==> config.mk <==
export PLATFORM = sky130hd
export DESIGN_NAME = muldiv_ctrl
export DESIGN_NICKNAME = d
export VERILOG_FILES = /design/src/rtl/muldiv_pkg.sv /design/src/rtl/muldiv_step.sv /design/src/rtl/muldiv_ctrl.sv
export SDC_FILE = /design/constraint.sdc
export NUM_CORES = 1
export LEC_CHECK = 0
export ABC_CLOCK_PERIOD_IN_PS = 21800
export CAP_MARGIN = 15
export CORE_MARGIN = 3
export CORE_UTILIZATION = 35
export CTS_BUF_LIST = sky130_fd_sc_hd__clkbuf_4 sky130_fd_sc_hd__clkbuf_8
export DETAILED_ROUTE_END_ITERATION = 6
export PLACE_DENSITY_LB_ADDON = 0.1
export SLEW_MARGIN = 10
export SYNTH_ARGS = -nofsm -noshare
export SYNTH_HDL_FRONTEND = slang
export SYNTH_HIERARCHICAL = 1
export SYNTH_SLANG_ARGS = --single-unit
==> constraint.sdc <==
create_clock -name i_clk -period 21.8 [get_ports i_clk]
set_input_delay 5.45 -clock i_clk [delete_from_list [all_inputs] [get_ports i_clk]]
set_output_delay 5.45 -clock i_clk [all_outputs]
set_load 0.01 [all_outputs]
==> src/rtl/muldiv_pkg.sv <==
// Shared encodings for the multi-cycle multiply/divide sequencer.
package muldiv_pkg;

  localparam int MD_WIDTH = 32;

  typedef enum logic [1:0] {
    MD_MULT  = 2'b00,
    MD_MULTU = 2'b01,
    MD_DIV   = 2'b10,
    MD_DIVU  = 2'b11
  } md_op_e;

  typedef enum logic [2:0] {
    MD_IDLE = 3'd0,
    MD_PREP = 3'd1,
    MD_ITER = 3'd2,
    MD_FIX  = 3'd3,
    MD_DONE = 3'd4
  } md_state_e;

  function automatic logic md_is_div(input md_op_e op);
    return (op == MD_DIV) || (op == MD_DIVU);
  endfunction

  function automatic logic md_is_signed(input md_op_e op);
    return (op == MD_MULT) || (op == MD_DIV);
  endfunction

endpackage

==> src/rtl/muldiv_step.sv <==
// One radix-2 iteration: shift-add multiply or restoring shift-subtract divide.
// Multiply layout: {carry, partial high, multiplier/low product}, shifting right.
// Divide layout:   {partial remainder (WIDTH+1), dividend/quotient}, shifting left.
module muldiv_step #(
  parameter int WIDTH = 32
) (
  input  logic [2*WIDTH:0]  acc_i,
  input  logic [WIDTH-1:0]  opnd_i,
  input  logic              is_div_i,
  output logic [2*WIDTH:0]  acc_o
);

  logic [WIDTH:0]   hi_sum;
  logic [2*WIDTH:0] shifted;
  logic [WIDTH+1:0] diff;

  // Next accumulator for either operation kind.
  always_comb begin
    hi_sum  = acc_i[2*WIDTH:WIDTH];
    shifted = {acc_i[2*WIDTH-1:0], 1'b0};
    diff    = {1'b0, shifted[2*WIDTH:WIDTH]} - {2'b00, opnd_i};
    acc_o   = shifted;
    if (is_div_i) begin
      // No borrow means the divisor fits: keep the difference and emit a 1.
      if (!diff[WIDTH+1]) begin
        acc_o = {diff[WIDTH:0], shifted[WIDTH-1:1], 1'b1};
      end
    end else begin
      if (acc_i[0]) begin
        hi_sum = acc_i[2*WIDTH:WIDTH] + {1'b0, opnd_i};
      end
      acc_o = {1'b0, hi_sum, acc_i[WIDTH-1:1]};
    end
  end

endmodule

==> src/rtl/muldiv_ctrl.sv <==
// HI/LO owner and 32-iteration multiply/divide sequencer beside the ALU.
// Signed ops run on magnitudes; signs are reapplied in FIX.
module muldiv_ctrl
  import muldiv_pkg::*;
#(
  parameter int WIDTH = MD_WIDTH
) (
  input  logic             i_clk,
  input  logic             i_rst,
  input  logic             i_start,
  input  logic [1:0]       i_op,
  input  logic [WIDTH-1:0] i_a,
  input  logic [WIDTH-1:0] i_b,
  input  logic             i_flush,
  input  logic             i_hilo_we,
  input  logic             i_hilo_sel,
  input  logic [WIDTH-1:0] i_wdata,
  output logic             o_busy,
  output logic             o_done,
  output logic [WIDTH-1:0] o_rdata
);

  localparam int CNT_W = (WIDTH > 1) ? $clog2(WIDTH) : 1;
  localparam int ACC_W = 2 * WIDTH + 1;

  md_state_e               state_q;
  md_op_e                  op_q;
  logic signed [WIDTH-1:0] a_q;
  logic signed [WIDTH-1:0] b_q;
  logic [WIDTH-1:0]        dvs_q;
  logic                    neg_res_q;
  logic                    neg_rem_q;
  logic [ACC_W-1:0]        acc_q;
  logic [ACC_W-1:0]        acc_d;
  logic [CNT_W-1:0]        cnt_q;
  logic [WIDTH-1:0]        hi_q;
  logic [WIDTH-1:0]        lo_q;
  logic                    done_q;

  logic                    is_div;
  logic                    sgn_a_d;
  logic                    sgn_b_d;
  logic [WIDTH-1:0]        mag_a_d;
  logic [WIDTH-1:0]        mag_b_d;
  logic [WIDTH-1:0]        hi_d;
  logic [WIDTH-1:0]        lo_d;

  function automatic logic [WIDTH-1:0] neg_w(input logic [WIDTH-1:0] x);
    return (~x) + {{(WIDTH-1){1'b0}}, 1'b1};
  endfunction

  function automatic logic [2*WIDTH-1:0] neg_2w(input logic [2*WIDTH-1:0] x);
    return (~x) + {{(2*WIDTH-1){1'b0}}, 1'b1};
  endfunction

  assign is_div = md_is_div(op_q);

  muldiv_step #(.WIDTH(WIDTH)) u_step (
    .acc_i    (acc_q),
    .opnd_i   (dvs_q),
    .is_div_i (is_div),
    .acc_o    (acc_d)
  );

  // Operand signs and magnitudes used when entering the iteration phase.
  always_comb begin
    sgn_a_d = md_is_signed(op_q) & a_q[WIDTH-1];
    sgn_b_d = md_is_signed(op_q) & b_q[WIDTH-1];
    mag_a_d = sgn_a_d ? neg_w(a_q) : a_q;
    mag_b_d = sgn_b_d ? neg_w(b_q) : b_q;
  end

  // Signed fix-up of the raw accumulator into HI/LO.
  // A zero divisor bypasses it: HI returns the dividend, LO all-ones.
  always_comb begin
    hi_d = acc_q[2*WIDTH-1:WIDTH];
    lo_d = acc_q[WIDTH-1:0];
    if (is_div) begin
      if (b_q == '0) begin
        hi_d = a_q;
        lo_d = '1;
      end else begin
        hi_d = neg_rem_q ? neg_w(acc_q[2*WIDTH-1:WIDTH]) : acc_q[2*WIDTH-1:WIDTH];
        lo_d = neg_res_q ? neg_w(acc_q[WIDTH-1:0]) : acc_q[WIDTH-1:0];
      end
    end else if (neg_res_q) begin
      {hi_d, lo_d} = neg_2w(acc_q[2*WIDTH-1:0]);
    end
  end

  // Sequencer FSM, HI/LO registers and the registered done pulse.
  always_ff @(posedge i_clk) begin
    if (i_rst) begin
      state_q <= MD_IDLE;
      cnt_q   <= '0;
      hi_q    <= '0;
      lo_q    <= '0;
      done_q  <= 1'b0;
    end else begin
      done_q <= 1'b0;
      unique case (state_q)
        MD_IDLE: begin
          if (i_start && !i_flush) begin
            op_q    <= md_op_e'(i_op);
            a_q     <= i_a;
            b_q     <= i_b;
            state_q <= MD_PREP;
          end else if (i_hilo_we && !i_start) begin
            if (i_hilo_sel) hi_q <= i_wdata;
            else            lo_q <= i_wdata;
          end
        end
        MD_PREP: begin
          if (i_flush) begin
            state_q <= MD_IDLE;
          end else begin
            neg_res_q <= sgn_a_d ^ sgn_b_d;
            neg_rem_q <= sgn_a_d;
            dvs_q     <= mag_b_d;
            acc_q     <= {{(WIDTH+1){1'b0}}, mag_a_d};
            cnt_q     <= CNT_W'(WIDTH - 1);
            state_q   <= MD_ITER;
          end
        end
        MD_ITER: begin
          if (i_flush) begin
            state_q <= MD_IDLE;
          end else begin
            acc_q <= acc_d;
            if (cnt_q == '0) state_q <= MD_FIX;
            else             cnt_q   <= cnt_q - 1'b1;
          end
        end
        MD_FIX: begin
          if (i_flush) begin
            state_q <= MD_IDLE;
          end else begin
            hi_q    <= hi_d;
            lo_q    <= lo_d;
            done_q  <= 1'b1;
            state_q <= MD_DONE;
          end
        end
        MD_DONE: begin
          state_q <= MD_IDLE;
        end
        default: begin
          state_q <= MD_IDLE;
        end
      endcase
    end
  end

  assign o_busy  = (state_q != MD_IDLE) || i_start;
  assign o_done  = done_q;
  assign o_rdata = i_hilo_sel ? hi_q : lo_q;

endmodule

After elaboration in Yosys (flattened, before gate mapping)
Cells that the tools add are included.
W data, S select, Z words.
{ "op_classes": {"muxes": 38, "addsub": 8, "eq_ne": 15, "n_bitwise": 11, "n_reduce_logical": 22} }
{ "op_table": {"columns": ["cell", "n"], "rows": [
  ["$mux W32", 19],
  ["$mux W65", 4],
  ["$pmux W65 S2", 1],
  ["$add A32 B1 Y32 const B", 4],
  ["$not A32 Y32", 4],
  ["$pmux W32 S2", 2],
  ["$add A64 B1 Y64 const B", 1],
  ["$not A64 Y64", 1],
  ["$sub A33 B32 Y34", 1],
  ["$add A33 B32 Y33", 1],
  ["$mux W33", 1],
  ["$logic_not A32 Y1", 1],
  ["$ne A2 B2 Y1 const B", 9],
  ["$mux W5", 3],
  ["$mux W3", 4],
  ["$pmux W3 S4", 1],
  ["$pmux W5 S2", 1],
  ["$reduce_and A5 Y1", 2],
  ["$reduce_and A4 Y1", 2],
  ["$eq A3 B2 Y1 const B", 2],
  ["$reduce_and A3 Y1", 2],
  ["$logic_not A5 Y1", 1],
  ["$sub A5 B1 Y5 const B", 1],
  ["$eq A2 B2 Y1 const B", 2],
  ["16 further kinds", 24]
]} }
{ "word_totals": {"elab_cells": 106, "in_bits": 104, "register_bits": 238} }

Longest topological paths before layout
{ "depth": {"word_depth": 7, "depth_mapped": 15} }

By module
The synthesis kept the hierarchy.
{ "modules_own_cells": {"columns": ["mod", "area_per_inst_um2", "seq_area_each_um2", "cells_each", "n_inst"], "rows": [
  ["muldiv_ctrl", 12892.4, 6416.2, 1264, 1],
  ["muldiv_step", 4815.9, 0.0, 686, 1]
]} }

Least setup slack after synthesis
OpenSTA, ideal clock, no wires.
{ "synth_path": {"path_kind": "input to output", "start": "input i_hilo_sel", "end": "output o_rdata[10]", "path_slack_ns": 9.947, "t_arrival_ns": 6.403, "cell_stages": 3, "n_path_buf": 2, "path_cell_list": "clkbuf_1 -> clkbuf_1 -> mux2_2"} }
{ "synth_via": {"elab_chain_len": 1} }
{ "synth_rtl": {"columns": ["item", "line", "source"], "rows": [
  ["start: declaration", "muldiv_ctrl.sv:16", "input logic i_hilo_sel,"],
  ["$mux W32", "muldiv_ctrl.sv:156", "assign o_rdata = i_hilo_sel ? hi_q : lo_q;"],
  ["end: declaration", "muldiv_ctrl.sv:20", "output logic [WIDTH-1:0] o_rdata"]
]} }
Every way passes these cells.

Worst setup path in the final report
{ "layout_path": {"start": "input i_hilo_sel", "end": "output o_rdata[23]"} }
Same word-level chain as after synthesis.

==> results.cfg <==
[critical_path]
required_ns = 16.35
crit_slowest_cell = clkdlybuf4s50_1
crit_fanout = 34
critPathKind = primary input to output port
cpMostUsedCell = clkdlybuf4s50_1
cp-start-kind = primary input
endpoint_kind = output port
max_stage_delay_ns = 0.49
worstPathArrival_ns = 7.17
path_cells = clkdlybuf4s50_1 > buf_4 > mux2_2 > clkdlybuf4s50_1

[route]
via_count = 15622
avgRoutedWirePerCell_um = 21.8
first_iter_violations = 1475
ant_nets = 0
route.detailed.drc = 0
routed_wl_um = 60000
dr.pass1.iters = 5
post_drt_via_cell_ratio = 5.69

[logic_synthesis]
ys_ff_latch = 238
synth_area_mm2 = 0.0177
seq_area_frac_synth_pct = 36.2
synth-edff-count = 165
ys_warn_count = 6
synth_area_per_cell_um2 = 9.08
ys_types = 90
synthArstFlopShare_pct = 0
synth_ff_type = edfxtp_1
synth_nets = 2126
syn_inst = 1950

[sta]
min_period_over_period_pct = 57.9
finalSetupTns_ns = 0
final_max_slew_viol_count = 0
clock_skew_ns = 0.0248
maxSlewHeadroom_pct = 26.6
period_needed_ns = 12.62
hold_viol = 0
fmax_mhz = 79.2
setup_viol = 0
worst_pin_slew_ns = 1.10
rsz0062_at_grt = false

[place]
place_hpwl_um = 44700
gp_congestion = 0.883
numPortBuffers = 137
dp_cells = 2657

[job]
cap_violations = 0

[power_and_ir_drop]
p_per_area_mw_per_mm2 = 56.3
ir_worst_vdd_mv = 0.0388
p_leak_nw = 7.62

[clocking]
post-cts-setup-buffers = 0
cts_tree = yes
clkTransAtPathRegs_ns = 0.06
cts_resized = 0
clk_latency_ns = 0.62
cts.htree.levels = 2
numCtsBuffers = 48
cts_root_buffer = clkbuf_8
cts_sinks = 238
cts_hold_buf = 0
cts_max_path_buffers = 3

[global_routing]
grt_pass1_wl_um = 90400
grt-ovfl-total = 0
grt_use_total_pct = 21.8
antenna_found_initial = 0
grt_max_degree = 126
grt_pass1_vias = 15042

[final_layout]
nets = 2220
area_growth_pct = 17.2
drive_gt1_share_pct = 10.2
fillers = 5032
final_common_cell = nand2_1
n_antenna_cell = 0
most-common-layout-cells = 175 x nand2_1, 165 x edfxtp_1, 159 x a21oi_1
final-instance-count-excl-fill = 2747

[floorplanning]
io_pins = 138
die_x_um = 231
core_mm2 = 0.0495
rows = 81
die_h_um = 231
initial_core_util_pct = 35.8
dieArea_mm2 = 0.0533

[outcome]
outcome = complete, no violations

[min_path]
hold_class = flop to flop
-- registers in the layout, indices dropped and copies added, names as in the netlist --
| name | flops |
|---|---|
| o_done | 1 |
| state_q | 3 |
| neg_res_q | 1 |
| neg_rem_q | 1 |
| b_q | 32 |
| cnt_q | 5 |
| dvs_q | 32 |
| acc_q | 65 |
| hi_q | 32 |
| op_q | 2 |
| a_q | 32 |
| lo_q | 32 |
-- cells by family after synthesis --
group | count (synthesis) | share of synthesized area (%)
XOR/XNOR | 204 | 10.1
AO/OA/AOI/OAI | 578 | 21.7
AND/OR/NAND/NOR | 575 | 16.3
adder cells (fa/ha/maj) | 72 | 5.17
buffers and inverters | 176 | 4.05
flip-flops | 238 | 36.2
multiplexers | 107 | 6.49
-- area by class of cell --
class | count | area [µm²] | area share [%]
clock buffers | 70 | 876 | 4.22
flip-flops and latches | 238 | 6420 | 30.9
repair buffers | 158 | 1540 | 7.42
well taps | 664 | 831 | 4.00
inverters | 62 | 233 | 1.12
clock inverters | 19 | 253 | 1.22
multi-input cells | 1536 | 10600 | 51.1
-- synth_stat cells, drive strengths merged, types with 14 or more instances --
cell / count / area share [%]
a211oi: 37 / 1.6
a31oi: 14 / 0.53
nand2b: 17 / 0.60
nand3: 29 / 0.85
clkbuf: 95 / 2.0
o31ai: 46 / 2.1
xnor2: 106 / 5.2
nand4: 15 / 0.53
ha: 70 / 4.9
nor4: 16 / 0.57
o221ai: 21 / 1.0
xor2: 98 / 4.8
inv: 60 / 1.3
nor2: 120 / 2.6
buf: 19 / 0.72
mux2i: 45 / 2.5
a21o: 28 / 1.2
a221oi: 14 / 0.90
edfxtp: 165 / 28
nor3: 38 / 1.1
or4: 19 / 0.89
or3: 34 / 1.2
and3: 47 / 1.7
o21ai: 143 / 4.1
a21oi: 161 / 4.6
o41ai: 28 / 1.6
nor2b: 27 / 0.95
o211ai: 16 / 0.71
mux2: 62 / 3.9
dfxtp: 73 / 8.3
nand2: 175 / 3.7
-- layer usage --
layer  global-route usage, %  share of wire, %
met4                    5.91               2.3
met5                       0                 0
met3                    4.75               7.1
met2                    33.4                44
met1                    31.0                47
-- where the power goes --
part	switching, mW	total, mW	leakage (nW)	internal (mW)
sequential	0.0140	0.509	2.10	0.495
combinational	0.0579	0.111	4.93	0.0534
clock	0.217	0.548	0.589	0.330
total	0.289	1.17	7.62	0.879
-- worst paths after layout --
check,slack [ns],start,to,cells past startpoint
max,9.18,i_hilo_sel,o_rdata[23],4
min,0.46,lo_q[29]$_SDFFE_PP0P_,lo_q[29]$_SDFFE_PP0P_,2
max reg2reg,17.41,b_q[0]$_DFFE_PP_,hi_q[5]$_SDFFE_PP0P_,9
min reg2reg,0.46,lo_q[29]$_SDFFE_PP0P_,lo_q[29]$_SDFFE_PP0P_,2
-- worst max-delay path, delay by kind of cell --
kind                   cells  cell delay [ns]
buffers and inverters      3             1.31
muxes                      1             0.39
-- metrics by stage --
step	util, %	cell area [µm²]	power, mW	setup WS [ns]	hold WS (ns)
after global placement	39.7	19600	0.628	9.21	0.447
after detailed placement	39.7	19600	0.629	9.17	0.450
final	42.0	20800	1.17	9.18	0.455
after CTS	42.0	20700	1.19	9.16	0.458
after floorplan	-	17700	0.579	9.95	0.419
after global routing	42.0	20800	1.21	9.12	0.480
(Power assumes the default switching activity.)
